--- config.mk ---
export PLATFORM = sky130hd
export DESIGN_NAME = mem_wb_skid_stage_flat
export DESIGN_NICKNAME = d
export VERILOG_FILES = /design/src/rtl/mem_wb_skid_stage_pkg.sv /design/src/rtl/mem_wb_skid_stage_if.sv /design/src/rtl/mem_wb_skid_stage_skid_buf.sv /design/src/rtl/mem_wb_skid_stage.sv /design/src/flat_wrapper.sv
export SDC_FILE = /design/constraint.sdc
export NUM_CORES = 1
export LEC_CHECK = 0
export BUFFER_PORTS_ARGS = -buffer_cell sky130_fd_sc_hd__buf_2
export CAP_MARGIN = 20
export CORE_MARGIN = 2
export CORE_UTILIZATION = 30
export CTS_BUF_LIST = sky130_fd_sc_hd__clkbuf_2 sky130_fd_sc_hd__clkbuf_4 sky130_fd_sc_hd__clkbuf_8
export DETAILED_ROUTE_END_ITERATION = 6
export GPL_ROUTABILITY_DRIVEN = 0
export GPL_TIMING_DRIVEN = 0
export HOLD_SLACK_MARGIN = 0.12
export PLACE_DENSITY = 0.46
export SYNTH_ARGS = -nofsm -noshare
export SYNTH_HDL_FRONTEND = slang
export SYNTH_SLANG_ARGS = --single-unit
--- constraint.sdc ---
create_clock -name clk -period 3.2 [get_ports clk]
set_input_delay 0.64 -clock clk [delete_from_list [all_inputs] [get_ports clk]]
set_output_delay 0.64 -clock clk [all_outputs]
set_load 0.1 [all_outputs]
--- src/rtl/mem_wb_skid_stage_pkg.sv ---
// Shared definitions for the MEM->WB skid stage: default widths, writeback-select
// encodings and the occupancy states of the 2-entry skid buffer.
// Latency: n/a (definitions only). Backpressure: n/a.
package mem_wb_skid_stage_pkg;

    localparam int XLEN_DEF    = 32;
    localparam int SEL_W_DEF   = 2;
    localparam int RADDR_W_DEF = 5;
    localparam int CNT_W_DEF   = 32;

    // Writeback source select encodings
    localparam logic [1:0] WB_SEL_ALU = 2'b00;
    localparam logic [1:0] WB_SEL_MEM = 2'b01;
    localparam logic [1:0] WB_SEL_PC4 = 2'b10;
    localparam logic [1:0] WB_SEL_IMM = 2'b11;

    // Buffer occupancy: nothing held, main only, main + skid
    typedef enum logic [1:0] {
        ST_EMPTY = 2'd0,
        ST_ONE   = 2'd1,
        ST_FULL  = 2'd2
    } skid_state_t;

endpackage

--- src/rtl/mem_wb_skid_stage_if.sv ---
// Valid/ready handshake bundle carrying one MEM->WB entry.
// Latency: n/a (wires only). Backpressure: rdy flows from the slave back to the master.
// master drives vld + payload and samples rdy; slave samples vld + payload and drives rdy.
interface mem_wb_skid_stage_if
    import mem_wb_skid_stage_pkg::*;
#(
    parameter int XLEN    = XLEN_DEF,
    parameter int SEL_W   = SEL_W_DEF,
    parameter int RADDR_W = RADDR_W_DEF
);
    logic               vld;
    logic               rdy;
    logic [XLEN-1:0]    alu_result;
    logic [XLEN-1:0]    immediate;
    logic [XLEN-1:0]    pc_plus_4;
    logic [XLEN-1:0]    dmem_rdata;
    logic [SEL_W-1:0]   rd_dest_select;
    logic [RADDR_W-1:0] rd_addr;
    logic               reg_write;

    modport master (
        output vld, alu_result, immediate, pc_plus_4, dmem_rdata,
               rd_dest_select, rd_addr, reg_write,
        input  rdy
    );

    modport slave (
        input  vld, alu_result, immediate, pc_plus_4, dmem_rdata,
               rd_dest_select, rd_addr, reg_write,
        output rdy
    );
endinterface

--- src/rtl/mem_wb_skid_stage_skid_buf.sv ---
// Generic 2-entry skid buffer over a packed W-bit payload, with flush.
// Latency: 1 cycle from accept to out_vld when empty.
// Backpressure: in_rdy = state != FULL, purely registered (no path from out_rdy).
// Ports: clk/rst, flush, in_vld/in_rdy/in_dat (upstream), out_vld/out_rdy/out_dat (downstream).
module mem_wb_skid_stage_skid_buf
    import mem_wb_skid_stage_pkg::*;
#(
    parameter int W = 8
) (
    input  logic         clk,
    input  logic         rst,
    input  logic         flush,
    input  logic         in_vld,
    output logic         in_rdy,
    input  logic [W-1:0] in_dat,
    output logic         out_vld,
    input  logic         out_rdy,
    output logic [W-1:0] out_dat
);

    skid_state_t  state_q, state_d;
    logic [W-1:0] main_q, main_d;
    logic [W-1:0] skid_q, skid_d;
    logic         accept, release_e;

    assign in_rdy    = (state_q != ST_FULL);
    assign out_vld   = (state_q != ST_EMPTY);
    assign out_dat   = main_q;
    assign accept    = in_vld && in_rdy;
    assign release_e = out_vld && out_rdy;

    always_ff @(posedge clk) begin
        if (rst) begin
            state_q <= ST_EMPTY;
            main_q  <= '0;
            skid_q  <= '0;
        end else begin
            state_q <= state_d;
            main_q  <= main_d;
            skid_q  <= skid_d;
        end
    end

    always_comb begin
        state_d = state_q;
        main_d  = main_q;
        skid_d  = skid_q;
        case (state_q)
            ST_EMPTY: begin
                if (accept) begin
                    state_d = ST_ONE;
                    main_d  = in_dat;
                end
            end
            ST_ONE: begin
                if (accept && release_e) begin
                    main_d = in_dat;
                end else if (accept) begin
                    // head is stuck; the newcomer waits behind it
                    state_d = ST_FULL;
                    skid_d  = in_dat;
                end else if (release_e) begin
                    state_d = ST_EMPTY;
                end
            end
            ST_FULL: begin
                if (release_e) begin
                    state_d = ST_ONE;
                    main_d  = skid_q;
                end
            end
            default: state_d = ST_EMPTY;
        endcase
        // flush overrides everything, including a same-cycle accept
        if (flush) begin
            state_d = ST_EMPTY;
            main_d  = '0;
            skid_d  = '0;
        end
    end

endmodule

--- src/rtl/mem_wb_skid_stage.sv ---
// MEM->WB pipeline stage: packs the writeback entry into a 2-entry skid buffer, counts stalls.
// Latency: 1 cycle input-to-output when empty; full throughput with downstream ready.
// Backpressure: up.rdy drops only when both entries are held; stall_cycles saturates.
// Ports: clk, rst (sync, active-high), i_flush, up (slave, from MEM), dn (master, to WB),
//        o_stall_cycles (cycles with dn.vld && !dn.rdy, cleared only by rst).
module mem_wb_skid_stage
    import mem_wb_skid_stage_pkg::*;
#(
    parameter int XLEN    = XLEN_DEF,
    parameter int SEL_W   = SEL_W_DEF,
    parameter int RADDR_W = RADDR_W_DEF,
    parameter int CNT_W   = CNT_W_DEF
) (
    input  logic                 clk,
    input  logic                 rst,
    input  logic                 i_flush,
    mem_wb_skid_stage_if.slave   up,
    mem_wb_skid_stage_if.master  dn,
    output logic [CNT_W-1:0]     o_stall_cycles
);

    localparam int W = 4 * XLEN + SEL_W + RADDR_W + 1;

    logic [W-1:0]     in_dat;
    logic [W-1:0]     out_dat;
    logic [CNT_W-1:0] stall_q;

    assign in_dat = {up.alu_result, up.immediate, up.pc_plus_4, up.dmem_rdata,
                     up.rd_dest_select, up.rd_addr, up.reg_write};

    assign {dn.alu_result, dn.immediate, dn.pc_plus_4, dn.dmem_rdata,
            dn.rd_dest_select, dn.rd_addr, dn.reg_write} = out_dat;

    mem_wb_skid_stage_skid_buf #(.W(W)) u_skid (
        .clk     (clk),
        .rst     (rst),
        .flush   (i_flush),
        .in_vld  (up.vld),
        .in_rdy  (up.rdy),
        .in_dat  (in_dat),
        .out_vld (dn.vld),
        .out_rdy (dn.rdy),
        .out_dat (out_dat)
    );

    always_ff @(posedge clk) begin
        if (rst) begin
            stall_q <= '0;
        end else if (dn.vld && !dn.rdy && (stall_q != {CNT_W{1'b1}})) begin
            stall_q <= stall_q + {{(CNT_W-1){1'b0}}, 1'b1};
        end
    end

    assign o_stall_cycles = stall_q;

endmodule

--- src/flat_wrapper.sv ---
// flat-port wrapper written by rule: the top's interface ports become plain ports
module mem_wb_skid_stage_flat import mem_wb_skid_stage_pkg::*;
#(
    parameter int XLEN    = XLEN_DEF,
    parameter int SEL_W   = SEL_W_DEF,
    parameter int RADDR_W = RADDR_W_DEF,
    parameter int CNT_W   = CNT_W_DEF
)
  (clk, rst, i_flush, o_stall_cycles, up_vld, up_alu_result, up_immediate, up_pc_plus_4, up_dmem_rdata, up_rd_dest_select, up_rd_addr, up_reg_write, up_rdy, dn_vld, dn_alu_result, dn_immediate, dn_pc_plus_4, dn_dmem_rdata, dn_rd_dest_select, dn_rd_addr, dn_reg_write, dn_rdy);
  mem_wb_skid_stage_if #(.XLEN(XLEN), .SEL_W(SEL_W), .RADDR_W(RADDR_W)) up_i ();
  mem_wb_skid_stage_if #(.XLEN(XLEN), .SEL_W(SEL_W), .RADDR_W(RADDR_W)) dn_i ();
  input  logic clk;
  input  logic rst;
  input  logic i_flush;
  output logic [CNT_W-1:0] o_stall_cycles;
  input wire logic [$bits(up_i.vld)-1:0] up_vld;
  input wire logic [$bits(up_i.alu_result)-1:0] up_alu_result;
  input wire logic [$bits(up_i.immediate)-1:0] up_immediate;
  input wire logic [$bits(up_i.pc_plus_4)-1:0] up_pc_plus_4;
  input wire logic [$bits(up_i.dmem_rdata)-1:0] up_dmem_rdata;
  input wire logic [$bits(up_i.rd_dest_select)-1:0] up_rd_dest_select;
  input wire logic [$bits(up_i.rd_addr)-1:0] up_rd_addr;
  input wire logic [$bits(up_i.reg_write)-1:0] up_reg_write;
  output wire logic [$bits(up_i.rdy)-1:0] up_rdy;
  output wire logic [$bits(dn_i.vld)-1:0] dn_vld;
  output wire logic [$bits(dn_i.alu_result)-1:0] dn_alu_result;
  output wire logic [$bits(dn_i.immediate)-1:0] dn_immediate;
  output wire logic [$bits(dn_i.pc_plus_4)-1:0] dn_pc_plus_4;
  output wire logic [$bits(dn_i.dmem_rdata)-1:0] dn_dmem_rdata;
  output wire logic [$bits(dn_i.rd_dest_select)-1:0] dn_rd_dest_select;
  output wire logic [$bits(dn_i.rd_addr)-1:0] dn_rd_addr;
  output wire logic [$bits(dn_i.reg_write)-1:0] dn_reg_write;
  input wire logic [$bits(dn_i.rdy)-1:0] dn_rdy;
  assign up_i.vld = up_vld;
  assign up_i.alu_result = up_alu_result;
  assign up_i.immediate = up_immediate;
  assign up_i.pc_plus_4 = up_pc_plus_4;
  assign up_i.dmem_rdata = up_dmem_rdata;
  assign up_i.rd_dest_select = up_rd_dest_select;
  assign up_i.rd_addr = up_rd_addr;
  assign up_i.reg_write = up_reg_write;
  assign up_rdy = up_i.rdy;
  assign dn_vld = dn_i.vld;
  assign dn_alu_result = dn_i.alu_result;
  assign dn_immediate = dn_i.immediate;
  assign dn_pc_plus_4 = dn_i.pc_plus_4;
  assign dn_dmem_rdata = dn_i.dmem_rdata;
  assign dn_rd_dest_select = dn_i.rd_dest_select;
  assign dn_rd_addr = dn_i.rd_addr;
  assign dn_reg_write = dn_i.reg_write;
  assign dn_i.rdy = dn_rdy;
  mem_wb_skid_stage #(.XLEN(XLEN), .SEL_W(SEL_W), .RADDR_W(RADDR_W), .CNT_W(CNT_W)) u_core (.clk(clk), .rst(rst), .i_flush(i_flush), .up(up_i), .dn(dn_i), .o_stall_cycles(o_stall_cycles));
endmodule
# Yosys cells after proc, flatten, opt, wreduce, memory -nomap -nowiden
# Cells that the tools add are included.
op_classes:
  add_sub_neg: 1
  n_eq_ne: 9
  muxes: 10
  bitwise: 1
  n_reduce_logical: 13
ops:
  columns: ["cell", "count"]
  rows:
  - ["two-way mux 136 bit", 3]
  - ["case mux 136 bit (3 select lines)", 1]
  - ["adder 32 x 1 -> 32 bit, second input constant", 1]
  - ["!= test 32 bit, second input constant", 1]
  - ["two-way mux 2 bit", 5]
  - ["!= test 2 bit, second input constant", 5]
  - ["AND reduction 4 bit", 2]
  - ["case mux 2 bit (3 select lines)", 1]
  - ["logical AND 1 bit", 5]
  - ["!= test 3 bit, second input constant", 1]
  - ["AND reduction 3 bit", 1]
  - ["nonzero test 3 bit", 1]
  - ["== test 2 x 1 -> 1 bit, second input constant", 1]
  - ["== test 2 bit, second input constant", 1]
  - ["logical NOT 2 bit", 1]
  - ["nonzero test 2 bit", 1]
  - ["OR reduction 2 bit", 1]
  - ["logical NOT 1 bit", 1]
  - ["NOT 1 bit", 1]
word_totals:
  register_bits: 306
  in_bits: 141
  out_inout_bits: 170

# Depth between registers and ports, before layout
# Gate-level depths: netlist of the first run.
logic_depth:
  ltp_word: 6
  depth_mapped: 8
  ltp_nobuf: 6

# Modules after synthesis
# Synthesis of the first run repeated with hierarchy kept, for this count alone.
hier_totals:
  hier_cells: 1448
  area_unflattened_um2: 13503.0
by_module_without_submodules:
  columns: ["mod", "n_inst", "cells_per_inst", "area_per_inst_um2", "seq_area_each_um2"]
  rows:
  - ["mem_wb_skid_stage_skid_buf", 1, 1244, 11761.3, 5485.3]
  - ["mem_wb_skid_stage", 1, 204, 1741.7, 640.6]

# Least setup slack after synthesis of the first run
# OpenSTA, ideal clock, no wires.
synth_path:
  path_type: "reg2reg"
  start: "register u_core.stall_q[0] (netlist: u_core.o_stall_cycles[0])"
  end: "register u_core.stall_q[28] (netlist: u_core.o_stall_cycles[28])"
  setup_ns: 0.128
  arrival_ns: 2.908
  path_slack_ns: 0.164
  stages_incl_launch_ff: 8
  n_path_buf: 1
  synth_period_minus_slack_ns: 3.036
  path_cell_list: "dfxtp_1 > ha_1 > nand4_2 > or4_2 > clkbuf_1 > nor4b_1 > xnor2_1 > nor2_1"
synth_via:
  elab_chain_cells: 2
  elab_cells_between_ends: 3
  cone_classes: "add/sub: 1; eq/ne: 1; reduce/logical: 1"
synth_lines:
  columns: ["item", "line", "rtl"]
  rows:
  - ["start, declared", "mem_wb_skid_stage.sv:26", "logic [CNT_W-1:0] stall_q;"]
  - ["start signal, assigned", "mem_wb_skid_stage.sv:50", "stall_q <= stall_q + {{(CNT_W-1){1'b0}}, 1'b1};"]
  - ["parallel branches: the longest is 2 deep, another holds adder 32 x 1 -> 32 bit", null, null]
# Parallel ways; which one is timed is not known.
# A chain may end at the register's enable or synchronous reset.

# Worst setup path after layout of the first run
layout_path:
  start: "register u_core.u_skid.state_q[1]"
  end: "output port up_rdy"
layout_via:
  elab_chain_cells: 1
layout_lines:
  columns: ["item", "line", "rtl"]
  rows:
  - ["start, declared", "mem_wb_skid_stage_skid_buf.sv:21", "skid_state_t state_q, state_d;"]
  - ["start signal, assigned", "mem_wb_skid_stage_skid_buf.sv:38", "state_q <= state_d;"]
  - ["!= test 2 bit", "mem_wb_skid_stage_skid_buf.sv:26", "assign in_rdy = (state_q != ST_FULL);"]
  - ["end, declared", "flat_wrapper.sv:24", "output wire logic [$bits(up_i.rdy)-1:0] up_rdy;"]
# Every way passes these cells.

==> results of run 1 <==
==> tightest hold or removal path: stages <==
cell     delay, ns
buf_2         0.11
nand2_1       0.05
a21oi_1       0.05
==> power breakdown <==
group / switching [mW] / internal (mW)
combinational: 1.01 / 0.252
clock: 1.65 / 2.10
sequential: 0.0505 / 3.91
total: 2.71 / 6.26
==> worst min-delay path by stage <==
stage          depth (start not counted)  slack [ns]                        end                      from
2_1_floorplan                          2        0.44    u_core.u_skid.skid_q[0]   u_core.u_skid.skid_q[0]
3_5_place_dp                           2        0.45   u_core.u_skid.skid_q[94]  u_core.u_skid.skid_q[94]
3_3_place_gp                           2        0.44   u_core.u_skid.skid_q[27]  u_core.u_skid.skid_q[27]
4_1_cts                                3        0.18  u_core.u_skid.skid_q[131]         up_alu_result[27]
5_1_grt                                3        0.22    u_core.u_skid.skid_q[4]             up_rd_addr[3]
6_report                               3        0.25  u_core.u_skid.skid_q[131]         up_alu_result[27]
==> Yosys cell counts (3+ instances only) <==
library cell  number
nor4_1             5
dfxtp_1          306
xor2_1             4
nand2_1          284
or2_2              3
a211oi_1         140
o211ai_1           4
or3_1              9
xnor2_1           10
nand2b_1           4
nor3_1             3
o31ai_1            5
clkbuf_1         104
nand3_1           10
inv_1              3
o21ai_0            9
or4_1              6
mux2i_1          137
buf_1              9
a21oi_1          152
nor2_1           167
nor2b_1            3
nand4_1            7
==> cells by family (layout without fill, tap and decap cells) <==
family,count (synthesis),count (layout)
simple gates,513,513
buf+inv,119,522
other cells,0,4
flops,306,306
mux,138,138
fa+ha+maj,1,1
xor+xnor,14,14
compound gates,323,323
==> stage by stage <==
stage	worst slack [ns]	instance area [um2]	power [mW]	instances
final	0.165	15600	8.97	2353
after detailed placement	-0.0818	14500	5.31	2255
after floorplan	0.164	12200	4.95	1414
after global routing	0.00428	15600	9.36	2351
after global placement	-0.0195	14500	5.31	2255
after CTS	0.0731	15600	9.12	2349
==> per-layer routing <==
metal | global-route usage (%) | up-vias | part of all wire (%)
li1 | - | 5655 | -
met1 | 24.0 | 5327 | 44
met2 | 31.5 | 244 | 47
met3 | 4.53 | 77 | 5.6
met4 | 7.17 | 8 | 2.5
met5 | 0 | - | 0.12
==> repair_timing <==
action	in CTS	in global routing
setup endpoints to repair	1	76
resized for setup	0	3
pin swaps	0	0
==> registers in the layout, indices dropped and copies added (netlist names) <==
name                   count
u_core.u_skid.skid_q     136
u_core.o_stall_cycles     32
u_core.u_skid.out_dat    136
u_core.u_skid.state_q      2
==> final cells by class <==
type	count	area, um2
Fill cell	4327	25000
Multi-Input combinational cell	989	5660
Buffer	115	443
Antenna cell	4	10.0
Timing Repair Buffer	309	1550
Clock buffer	89	1070
Sequential cell	306	6130
Tap cell	532	666
Inverter	3	11.3
Clock inverter	6	33.8
==> summary.txt, run 1 <==
CTS
  – Clock Latency Late Sink: 0.63 ns
  – H-Tree Depth: 2
  – Register clock-pin slew on the reported worst setup and hold paths: 0.06 ns
  – CTS Root Cell: clkbuf_8
  – Hold Buf Count CTS: 0
  – Maximum clock path buffer count: 3
  – CTS Buf Count: 56
  – Setup Fix Bufs, Post-CTS: 0
  – CTS tree: yes
  – Sink Count: 306

Worst setup path
  – Crit Path Max Fanout: 19
  – Critical R2R Capture: u_core.u_skid.out_dat[88]
  – Max incr delay on CP: 0.53 ns
  – R2R cell count: 7
  – Worst path top cell family by delay: buffers and inverters
  – Setup crit start: u_core.u_skid.state_q[1]
  – Crit-path slowest cell: buf_2
  – Worst EP arrival: 2.39 ns
  – Crit path kind: register to primary output
  – Crit path launch type: register
  – Reg-to-reg critical path startpoint: u_core.u_skid.state_q[1]
  – Critical path required time: 2.56 ns
  – Crit end category: primary output
  – CP Depth: 5
  – Crit path cell chain: clkbuf_1 -> nand2b_1 -> clkbuf_1 -> buf_2 -> buf_2
  – Worst R2R Setup Slack: 0.46 ns
  – CP endpoint: up_rdy
  – CP Buf/Inv Count: 4

Timing
  – Worst Hold Slack: 0.254 ns
  – Worst-Margin Slew: 0.935 ns
  – Final worst-path cycle share: 94.8%
  – Final setup viols: 0
  – Max Slew Vio Count: 0
  – Final Hold Violating Endpoints: 0
  – Min cycle time layout: 3.03 ns
  – RSZ-0062 raised after global routing: false
  – Final TNS setup: 0 ns
  – Final Skew: 0.0226 ns
  – Slew headroom: 37.6%
  – Fmax: 0.330 GHz

Yosys
  – Seq cells post-synth: 306
  – Fraction of registers with async set/reset: 0%
  – Largest family of logic cells by synthesized area: simple AND/OR/NAND/NOR gates
  – Post-synth top flop: dfxtp_1
  – Syn Nets: 1556
  – Post-Synth XOR/XNOR Area: 1.00%
  – Simple-gate share of the synthesized area: 17.2%
  – Adder-Cell Fraction of Synth Area: 0.102%
  – Yosys Warn Count: 0
  – Average cell area after synthesis: 8.66 um2
  – Compound-Gate Fraction of Synth Area: 16.6%
  – Top cell type by total area after synthesis: dfxtp_1
  – Yosys cell types: 49
  – Ranking of synthesized cells by area: dfxtp_1, mux2i_1, nand2_1
  – Top-area cell type share of the netlist area: 50.0%
  – Post-synthesis mux area share: 11.3%
  – Post-synth EDFFs: 0
  – Cells after Synth: 1414
  – Mapped Area: 12200 um2
  – Sequential area share after synthesis: 50.0%

Floorplan
  – Row count: 74
  – Chip height: 206 um
  – Die W: 206 um
  – Core Region: 40600 um2
  – Total Die Area: 42400 um2
  – # IOs: 311
  – Initial Utilization: 30.2%

Route
  – Initial drt markers: 474
  – Vias per cell: 4.81
  – Routed Antenna Nets: 0
  – DR pass1 iterations: 5
  – Via count: 11.3k
  – DRT Wirelength: 41100 um
  – # DRC: 0
  – DR WL/cell: 17.5 um

Global route
  – Number of global-route vias before repair: 10.9k
  – Largest net degree at the start of global routing: 20
  – Global route overflow: 0
  – Initial antenna violation count: 10
  – Total track usage: 19.1%
  – First-pass GRT wire length: 62200 um

Placement
  – Hpwl dp: 29500 um
  – PortBufs: 309

Worst hold path
  – Hold Crit Class: input pin to register

Cells and area
  – Area Growth Syn to Fin: 27.2%
  – Most frequent cells in the layout: buf_2, dfxtp_1, nand2_1
  – Leading cell type in the layout, fill and taps excluded: buf_2
  – Util after Layout: 38.4%
  – Share of cells above drive strength 1: 23.1%
  – Nets: 1922

Power
  – Leakage power: 6.98 nW
  – VDD IR max: 0.311 mV
  – Pwr Density: 576 nW/um2

Flow run
  – Maxcap violations: 0

Status
  – Outcome: finished clean
(Power assumes the default switching activity.)
==> inputs of run 2 (changes only) <==
==> constraint.sdc (replaced) <==
create_clock -name clk -period 3.9 [get_ports clk]
set_input_delay 0.78 -clock clk [delete_from_list [all_inputs] [get_ports clk]]
set_output_delay 0.78 -clock clk [all_outputs]
set_load 0.1 [all_outputs]
==> summary.txt, run 2 (synthesis gave the netlist of run 1 again) <==
Power
  – NetSw: 2.22 mW (was 2.71 mW)
  – Pwr Density: 473 nW/um2 (was 576 nW/um2)
  – VDD IR max: 0.255 mV (was 0.311 mV)
  – Sequential share of power: 44.1% (about the same)
  – Clock power frac: 41.8% (about the same)
  – Total Power: 7.36 mW (was 8.97 mW)
  – Switching share of total power: 30.2% (about the same)
  – Pint: 5.14 mW (was 6.26 mW)
  – Leakage power: 6.98 nW (about the same)
  – Gate power share: 14.1% (about the same)

Worst setup path
  – CP Buf/Inv Count: 5 (was 4)
  – Crit path cell chain: clkbuf_1 -> nand2b_1 -> clkbuf_1 -> buf_2 -> buf_1 -> buf_2 (was clkbuf_1 -> nand2b_1 -> clkbuf_1 -> buf_2 -> buf_2)
  – Crit-path slowest cell: buf_1 (was buf_2)
  – Crit path kind: register to primary output (unchanged)
  – R2R cell count: 7 (unchanged)
  – CP Depth: 6 (was 5)
  – Max incr delay on CP: 0.63 ns (was 0.53 ns)
  – Worst EP arrival: 2.83 ns (was 2.39 ns)
  – Worst path top cell family by delay: buffers and inverters (unchanged)
  – Critical path required time: 3.12 ns (was 2.56 ns)
  – Crit Path Max Fanout: 10 (was 19)
  – Crit path launch type: register (unchanged)
  – Crit end category: primary output (unchanged)

Route
  – Routed Antenna Nets: 0 (unchanged)
  – Top layer in use: met5 (unchanged)
  – # DRC: 0 (unchanged)
  – DR WL met2: 19600 um (was 19500 um)
  – DRT Wirelength: 41100 um (about the same)
  – Via count: 11.3k (about the same)
  – Met3 wire len: 2300 um (about the same)
  – Initial drt markers: 475 (was 474)
  – DR pass1 iterations: 5 (unchanged)
  – Met1 WL: 18200 um (about the same)
  – Vias per cell: 4.79 (was 4.81)
  – DR WL/cell: 17.5 um (about the same)

Timing
  – Slew headroom: 35.6% (was 37.6%)
  – Fmax: 0.277 GHz
  – RSZ-0062 raised after global routing: false (unchanged)
  – Final worst-path cycle share: 92.6%
  – Min cycle time layout: 3.61 ns
  – Final Hold Violating Endpoints: 0 (unchanged)
  – Max Slew Vio Count: 0 (unchanged)
  – Final Skew: 0.0232 ns (was 0.0226 ns)
  – Final TNS setup: 0 ns (unchanged)
  – PnR worst setup slack: 0.287 ns (was 0.165 ns)
  – Final setup viols: 0 (unchanged)
  – Worst-Margin Slew: 0.966 ns (was 0.935 ns)

CTS
  – Setup Fix Bufs, Post-CTS: 0 (unchanged)
  – Clock Latency Late Sink: 0.63 ns (about the same)
  – Hold Buf Count CTS: 0 (unchanged)
  – Sink Count: 306 (unchanged)
  – CTS tree: yes (unchanged)
  – CTS Buf Count: 56 (unchanged)
  – H-Tree Depth: 2 (unchanged)
  – Register clock-pin slew on the reported worst setup and hold paths: 0.06 ns (about the same)
  – Cts repair resizes: 0 (unchanged)
  – CTS Root Cell: clkbuf_8 (unchanged)
  – Maximum clock path buffer count: 3 (unchanged)

Global route
  – Initial antenna violation count: 10 (unchanged)
  – Number of global-route vias before repair: 10.9k (about the same)
  – Largest net degree at the start of global routing: 15 (was 20)
  – Total track usage: 19.1% (about the same)
  – Global route overflow: 0 (unchanged)
  – First-pass GRT wire length: 62200 um (about the same)

Cells and area
  – Util after Layout: 38.4% (about the same)
  – Final Cell Area: 15600 um2 (about the same)
  – Nets: 1923 (was 1922)
  – Area Growth Syn to Fin: 27.2% (about the same)
  – Leading cell type in the layout, fill and taps excluded: buf_2 (unchanged)
  – Share of cells above drive strength 1: 23.0% (was 23.1%)
  – Most frequent cells in the layout: buf_2, dfxtp_1, nand2_1 (unchanged)

Floorplan
  – Chip height: 206 um (unchanged)
  – Row count: 74 (unchanged)
  – Total Die Area: 42400 um2 (unchanged)
  – Die W: 206 um (unchanged)
  – Initial Utilization: 30.2% (unchanged)
  – Core Region: 40600 um2 (unchanged)
  – # IOs: 311 (unchanged)

Placement
  – Hpwl dp: 29500 um (unchanged)
  – Place WS: 0.478 ns (was -0.0818 ns)
  – PortBufs: 309 (unchanged)
  – Dpl cell area: 14500 um2 (unchanged)

Status
  – Outcome: finished clean (unchanged)

Worst hold path
  – Worst hold stages: 3 (unchanged)
  – Hold Crit Class: input pin to register (unchanged)

Flow run
  – Maxcap violations: 0 (unchanged)
[run 2: cell count changes in the layout (fill, tap and decap cells not counted), sizes merged]
cell  change
buf       +1
[run 2: power by group through the flow]
stage          Clock [mW]  Combinational [mW]  Sequential (mW)
2_1_floorplan           0               0.272             3.79
5_1_grt              3.32                1.10             3.25
3_3_place_gp            0                1.04             3.31
4_1_cts              3.19                1.05             3.25
6_report             3.08                1.04             3.25
3_5_place_dp            0                1.04             3.31
[run 2: cell type report]
cell class,instances,area [um2]
multi-input combinational,989,5660
buffer,116,445
inverter,3,11.3
sequential,306,6130
fill,4326,25000
clock inverter,6,33.8
timing repair buffer,309,1550
antenna,4,10.0
clock buffer,89,1070
tap,532,666
[run 2: path summary, 6_finish.rpt]
| path | startpoint | to | slack, ns |
|---|---|---|---|
| worst min register to register | u_core.u_skid.skid_q[121] | u_core.u_skid.skid_q[121] | 0.45 |
| worst min-delay path | up_alu_result[27] | u_core.u_skid.skid_q[131] | 0.39 |
| worst max-delay path | u_core.u_skid.state_q[1] | up_rdy | 0.29 |
| worst max register to register | u_core.u_skid.state_q[1] | u_core.u_skid.out_dat[21] | 0.88 |
[run 2: layer usage]
metal  vias up  global-route usage (%)
met1      5299                    24.1
met5         -                       0
met3        78                    4.53
met4         8                    7.17
met2       240                    31.5
li1       5659                       -
[run 2: metrics by stage]
stage,hold WS (ns),cells
2_1_floorplan,0.436,1414
3_3_place_gp,0.441,2255
3_5_place_dp,0.446,2255
4_1_cts,0.324,2350
5_1_grt,0.360,2352
6_report,0.392,2354
[run 2: worst reg2reg max path: cells and delay by family, from the launching register on]
kind,cells,cell delay [ns]
AND/OR/NAND/NOR,1,0.20
flip-flops,1,0.29
AO/OA/AOI/OAI,2,0.35
buffers and inverters,4,2.01
